File: src/rtl/vga_scanout.sv
// VGA scan-out of a 1-bit, line-doubled frame buffer held in a dual-port RAM.
// Counters drive the RAM address. Window, syncs and the frame marker ride a delay chain matched to the RAM read latency.
module vga_scanout #(
    parameter int H_VIS     = 800,
    parameter int H_FP      = 40,
    parameter int H_SYNC    = 128,
    parameter int H_BP      = 88,
    parameter int V_VIS     = 600,
    parameter int V_FP      = 1,
    parameter int V_SYNC    = 4,
    parameter int V_BP      = 23,
    parameter int V_OFFSET  = 60,
    parameter int SRC_LINES = 240,
    parameter bit SYNC_POL  = 1'b1,
    parameter int RD_LAT    = 2
) (
    input  logic        pixclk,
    input  logic        reset_n,
    input  logic        rdata,
    input  logic [1:0]  tint,
    output logic [17:0] raddr,
    output logic [3:0]  vga_r,
    output logic [3:0]  vga_g,
    output logic [3:0]  vga_b,
    output logic        vga_hs,
    output logic        vga_vs,
    output logic        frame_start
);

    localparam int H_TOTAL = H_VIS + H_FP + H_SYNC + H_BP;
    localparam int V_TOTAL = V_VIS + V_FP + V_SYNC + V_BP;
    localparam int HW      = $clog2(H_TOTAL);
    localparam int VW      = $clog2(V_TOTAL);
    localparam bit OFF_ODD = (V_OFFSET % 2) == 1;

    logic [HW-1:0] hcnt;
    logic [VW-1:0] vcnt;
    logic          h_last;
    logic          v_last;
    logic          in_vwin;
    logic          win;
    logic          hs_raw;
    logic          vs_raw;
    logic          fs_raw;
    logic          line_odd;
    logic [17:0]   line_base;
    logic [RD_LAT:0] win_d;
    logic [RD_LAT:0] hs_d;
    logic [RD_LAT:0] vs_d;
    logic [RD_LAT:0] fs_d;
    logic [1:0]    tint_s1;
    logic [1:0]    tint_s2;
    logic [1:0]    tint_reg;
    logic [3:0]    col_r;
    logic [3:0]    col_g;
    logic [3:0]    col_b;
    logic          lit;

    assign h_last   = (hcnt == HW'(H_TOTAL - 1));
    assign v_last   = (vcnt == VW'(V_TOTAL - 1));
    assign in_vwin  = (vcnt >= VW'(V_OFFSET)) && (vcnt < VW'(V_OFFSET + 2 * SRC_LINES));
    assign win      = in_vwin && (hcnt < HW'(H_VIS));
    assign hs_raw   = (hcnt >= HW'(H_VIS + H_FP)) && (hcnt < HW'(H_VIS + H_FP + H_SYNC));
    assign vs_raw   = (vcnt >= VW'(V_VIS + V_FP)) && (vcnt < VW'(V_VIS + V_FP + V_SYNC));
    assign fs_raw   = (hcnt == '0) && (vcnt == VW'(V_OFFSET));
    assign line_odd = vcnt[0] ^ OFF_ODD;

    always_ff @(posedge pixclk or negedge reset_n) begin
        if (!reset_n) begin
            hcnt <= '0;
            vcnt <= '0;
        end else if (h_last) begin
            hcnt <= '0;
            vcnt <= v_last ? '0 : vcnt + VW'(1);
        end else begin
            hcnt <= hcnt + HW'(1);
        end
    end

    // Each source line is shown twice, so the base only advances after the second copy.
    always_ff @(posedge pixclk or negedge reset_n) begin
        if (!reset_n) begin
            line_base <= '0;
        end else if (h_last) begin
            if (v_last) begin
                line_base <= '0;
            end else if (in_vwin && line_odd) begin
                line_base <= line_base + 18'(H_VIS);
            end
        end
    end

    always_ff @(posedge pixclk or negedge reset_n) begin
        if (!reset_n) begin
            raddr <= '0;
            win_d <= '0;
            hs_d  <= '0;
            vs_d  <= '0;
            fs_d  <= '0;
        end else begin
            raddr <= win ? line_base + 18'(hcnt) : '0;
            win_d <= {win_d[RD_LAT-1:0], win};
            hs_d  <= {hs_d[RD_LAT-1:0], hs_raw};
            vs_d  <= {vs_d[RD_LAT-1:0], vs_raw};
            fs_d  <= {fs_d[RD_LAT-1:0], fs_raw};
        end
    end

    // The tint DIP is asynchronous; it is only adopted at the top of a frame.
    always_ff @(posedge pixclk or negedge reset_n) begin
        if (!reset_n) begin
            tint_s1  <= 2'b00;
            tint_s2  <= 2'b00;
            tint_reg <= 2'b00;
        end else begin
            tint_s1 <= tint;
            tint_s2 <= tint_s1;
            if ((hcnt == '0) && (vcnt == '0)) begin
                tint_reg <= tint_s2;
            end
        end
    end

    always_comb begin
        col_r = 4'h0;
        col_g = 4'h0;
        col_b = 4'h0;
        case (tint_reg)
            2'b00: begin col_r = 4'h0; col_g = 4'hF; col_b = 4'h0; end
            2'b01: begin col_r = 4'hF; col_g = 4'hA; col_b = 4'h0; end
            2'b10: begin col_r = 4'hF; col_g = 4'hF; col_b = 4'hF; end
            default: begin col_r = 4'h4; col_g = 4'h8; col_b = 4'hF; end
        endcase
    end

    assign lit = win_d[RD_LAT] & rdata;

    always_ff @(posedge pixclk or negedge reset_n) begin
        if (!reset_n) begin
            vga_r       <= 4'h0;
            vga_g       <= 4'h0;
            vga_b       <= 4'h0;
            vga_hs      <= ~SYNC_POL;
            vga_vs      <= ~SYNC_POL;
            frame_start <= 1'b0;
        end else begin
            vga_r       <= lit ? col_r : 4'h0;
            vga_g       <= lit ? col_g : 4'h0;
            vga_b       <= lit ? col_b : 4'h0;
            vga_hs      <= hs_d[RD_LAT] ? SYNC_POL : ~SYNC_POL;
            vga_vs      <= vs_d[RD_LAT] ? SYNC_POL : ~SYNC_POL;
            frame_start <= fs_d[RD_LAT];
        end
    end

endmodule

File: config.mk
export PLATFORM = sky130hd
export DESIGN_NAME = vga_scanout
export DESIGN_NICKNAME = d
export VERILOG_FILES = /design/src/rtl/vga_scanout.sv
export SDC_FILE = /design/constraint.sdc
export NUM_CORES = 1
export LEC_CHECK = 0
export BUFFER_PORTS_ARGS = -buffer_cell sky130_fd_sc_hd__buf_2
export CORE_UTILIZATION = 63
export CTS_BUF_LIST = sky130_fd_sc_hd__clkbuf_16
export DETAILED_ROUTE_END_ITERATION = 7
export GPL_ROUTABILITY_DRIVEN = 0
export PLACE_DENSITY = 0.91
export SYNTH_ARGS = -nofsm -noshare
export SYNTH_HDL_FRONTEND = slang
export SYNTH_SLANG_ARGS = --single-unit
export TNS_END_PERCENT = 1
File: constraint.sdc
create_clock -name pixclk -period 5.2 [get_ports pixclk]
set_input_delay 1.04 -clock pixclk [delete_from_list [all_inputs] [get_ports pixclk]]
set_output_delay 1.04 -clock pixclk [all_outputs]
set_load 0.005 [all_outputs]
==> impl_metrics.yaml <==
sta:
  whs_ns: 0.349
  fin_tns_setup_ns: 0
  finClkSkew_ns: 0.00843
  period_share_pct: 47.2
  worst-slew-pin-transition_ns: 0.956
  finalHoldViolations: 0
  max_freq_mhz: 408
  setup_viol: 0
  finalMaxSlewViolations: 0
  max_slew_margin_pct: 36.3
  period_minus_slack_ns: 2.45
  rsz0062_at_grt: "false"
clock_network:
  path_clk_slew_ns: 0.06
  clk_latency_ns: 0.34
  clock_path_buffers: 2
  cts_tree: "built"
  cts_root_buffer: "clkbuf_16"
  htree_levels: 3
  cts_setup_buffers: 0
  cts_buffers: 9
  cts_hold_buf: 0
  cts_resized: 0
  cts_sinks: 79
cells_and_area:
  largest_register_ffs: 18
  drive_gt1_share_pct: 16.7
  area_delta_synth_final_pct: 11.9
  max_flop_register: "raddr"
  num-nets-final: 389
  finalInstanceArea_sq_mm: 0.00411
  antennaDiodeCount: 0
  top_regs: "raddr (18), line_base (13), hcnt (11)"
grt:
  grt_pass1_wl_um: 14400
  grt-ovfl-total: 0
  first_global_vias: 2866
  grt_use_total_pct: 31.1
  use_met1_pct: 38.4
  antenna_found_initial: 0
  grt_busiest_layer: "met2"
  grt_max_degree: 80
  gr-usage-met3_pct: 8.37
  grt.met2_usage_pct: 50.8
route:
  vias_per_cell: 6.56
  drt-pass1-iter-count: 5
  drc: 0
  drt_iter0_markers: 396
  vias: 2912
  wirelength_um: 8570
  ant_nets: 0
  routedWlPerCell_um: 19.3
synthesis:
  syn_inst: 340
  synth_area_leaders: "dfrtp_1 (54%), ha_1 (5.8%), nor2_1 (3.5%)"
  syn_area_sq_mm: 0.00367
  yosysMostFrequentCell: "dfrtp_1"
  ys_seq_elements: 79
  synth_edf_count: 0
  async_reset_ff_share_pct: 100
  yosysSeqAreaShare_pct: 53.8
  ys.flop_type: "dfrtp_1"
  synth_top_area_share_pct: 53.8
  yosys.area.top_type: "dfrtp_1"
  synthesis.nets: 362
  avgSynthCellArea_sq_um: 10.8
  synth_cell_types: 53
  ys_top_cells_by_count: "dfrtp_1 (79), nor2_1 (34), nand2_1 (25)"
  ys_warn_count: 0
placement:
  hpwl_um: 4950
  postPlaceCellArea_sq_mm: 0.00384
  port_buffers: 37
worst_setup_path:
  crit_path_max_incr_delay_ns: 0.49
  startpoint_type: "register"
  crit_type: "reg -> reg"
  crit_chain: "ha_1 -> a211oi_1 -> o21ai_0 -> nand4_1 -> xor2_1 -> nor2_1"
  end_kind: "register"
  crit_required_ns: 5.40
  cp.arrival_ns: 2.65
  crit_family: "compound AO/OA/AOI/OAI gates"
  cp_slowest_cell: "dfrtp_1"
  cp_num_buf_inv: 0
  worstPathMaxFanout: 7
flow_run:
  cap_violations: 0
floorplanning:
  die_area_sq_mm: 0.00614
  die_h_um: 78.4
  fp.coreArea_sq_mm: 0.00557
  rows: 27
  floorplan.initialDensity_pct: 65.9
  ios: 38
  die_w_um: 78.4
outcome:
  status: "completed"
power_and_ir_drop:
  powerDensity_mw_per_mm2: 293
  leakagePower_nw: 2.03
  peakVddDrop_mv: 0.216
hold_path:
  hold_class: "reg -> reg"
==> per-stage QoR <==
stage | power (mW) | utilization, % | setup WS [ns] | instances
after detailed placement | 0.641 | 68.8 | 2.94 | 428
after global routing | 1.23 | 73.8 | 2.66 | 444
after floorplan | 0.628 | - | 3.18 | 340
after global placement | 0.641 | 68.8 | 3.07 | 428
final | 1.20 | 73.8 | 2.75 | 444
after CTS | 1.21 | 73.8 | 2.84 | 444
==> cells in the final DEF, fill, tap and decap left out, types with 3 or more instances in the layout <==
cell type,instances
a22o_1,4
nand4_1,11
ha_1,17
a31oi_1,4
a21oi_1,6
nand3_1,13
nor3_1,9
nor2b_1,3
o31ai_1,6
o41ai_1,3
or3_1,3
clkbuf_16,9
inv_1,10
buf_2,36
dfrtp_1,79
mux2_2,3
a21o_1,3
nor2_1,34
o2bb2ai_1,3
o311ai_0,4
nand2_1,25
xnor2_1,8
and2_1,7
o21ai_0,11
and3_1,9
xor2_1,12
and4_1,5
==> path summary, 6_finish.rpt <==
kind,start,endpoint,slack (ns),depth (start not counted)
worst max-delay path,hcnt[6],raddr[16],2.75,6
worst max register to register,hcnt[6],raddr[16],2.75,6
max in group asynchronous,reset_n,vcnt[9],3.73,1
worst min register to register,hs_d[0],hs_d[1],0.35,0
min in group asynchronous,reset_n,vga_g[1],0.85,1
worst min-delay path,hs_d[0],hs_d[1],0.35,0
==> final cells by class <==
type	instances	area, sq um
fillers	334	1460
repair buffers	37	188
clock inverters	7	50.0
inverters	9	33.8
multi-input cells	231	1550
flip-flops and latches	79	1980
well taps	72	90.1
clock buffers	9	225
==> per-layer routing <==
layer | up-vias | part of all wire, %
li1 | 1259 | -
met1 | 1401 | 37
met2 | 218 | 50
met3 | 34 | 10
met4 | 0 | 2.6
met5 | - | 0
==> kinds of logic after synthesis <==
logic type / count (synthesis) / share of synthesized area (%)
flops: 79 / 53.8
xor+xnor: 20 / 4.77
compound gates: 56 / 11.1
mux: 4 / 1.19
fa+ha+maj: 17 / 5.79
buf+inv: 30 / 4.05
simple gates: 134 / 19.3
==> power by group <==
part / switching (mW) / leakage [nW] / internal (mW) / total, mW
clock: 0.250 / 0.133 / 0.323 / 0.574
sequential: 0.000742 / 1.08 / 0.616 / 0.617
combinational: 0.0115 / 0.818 / 0.00124 / 0.0127
Power figures use the tool's default switching activity.
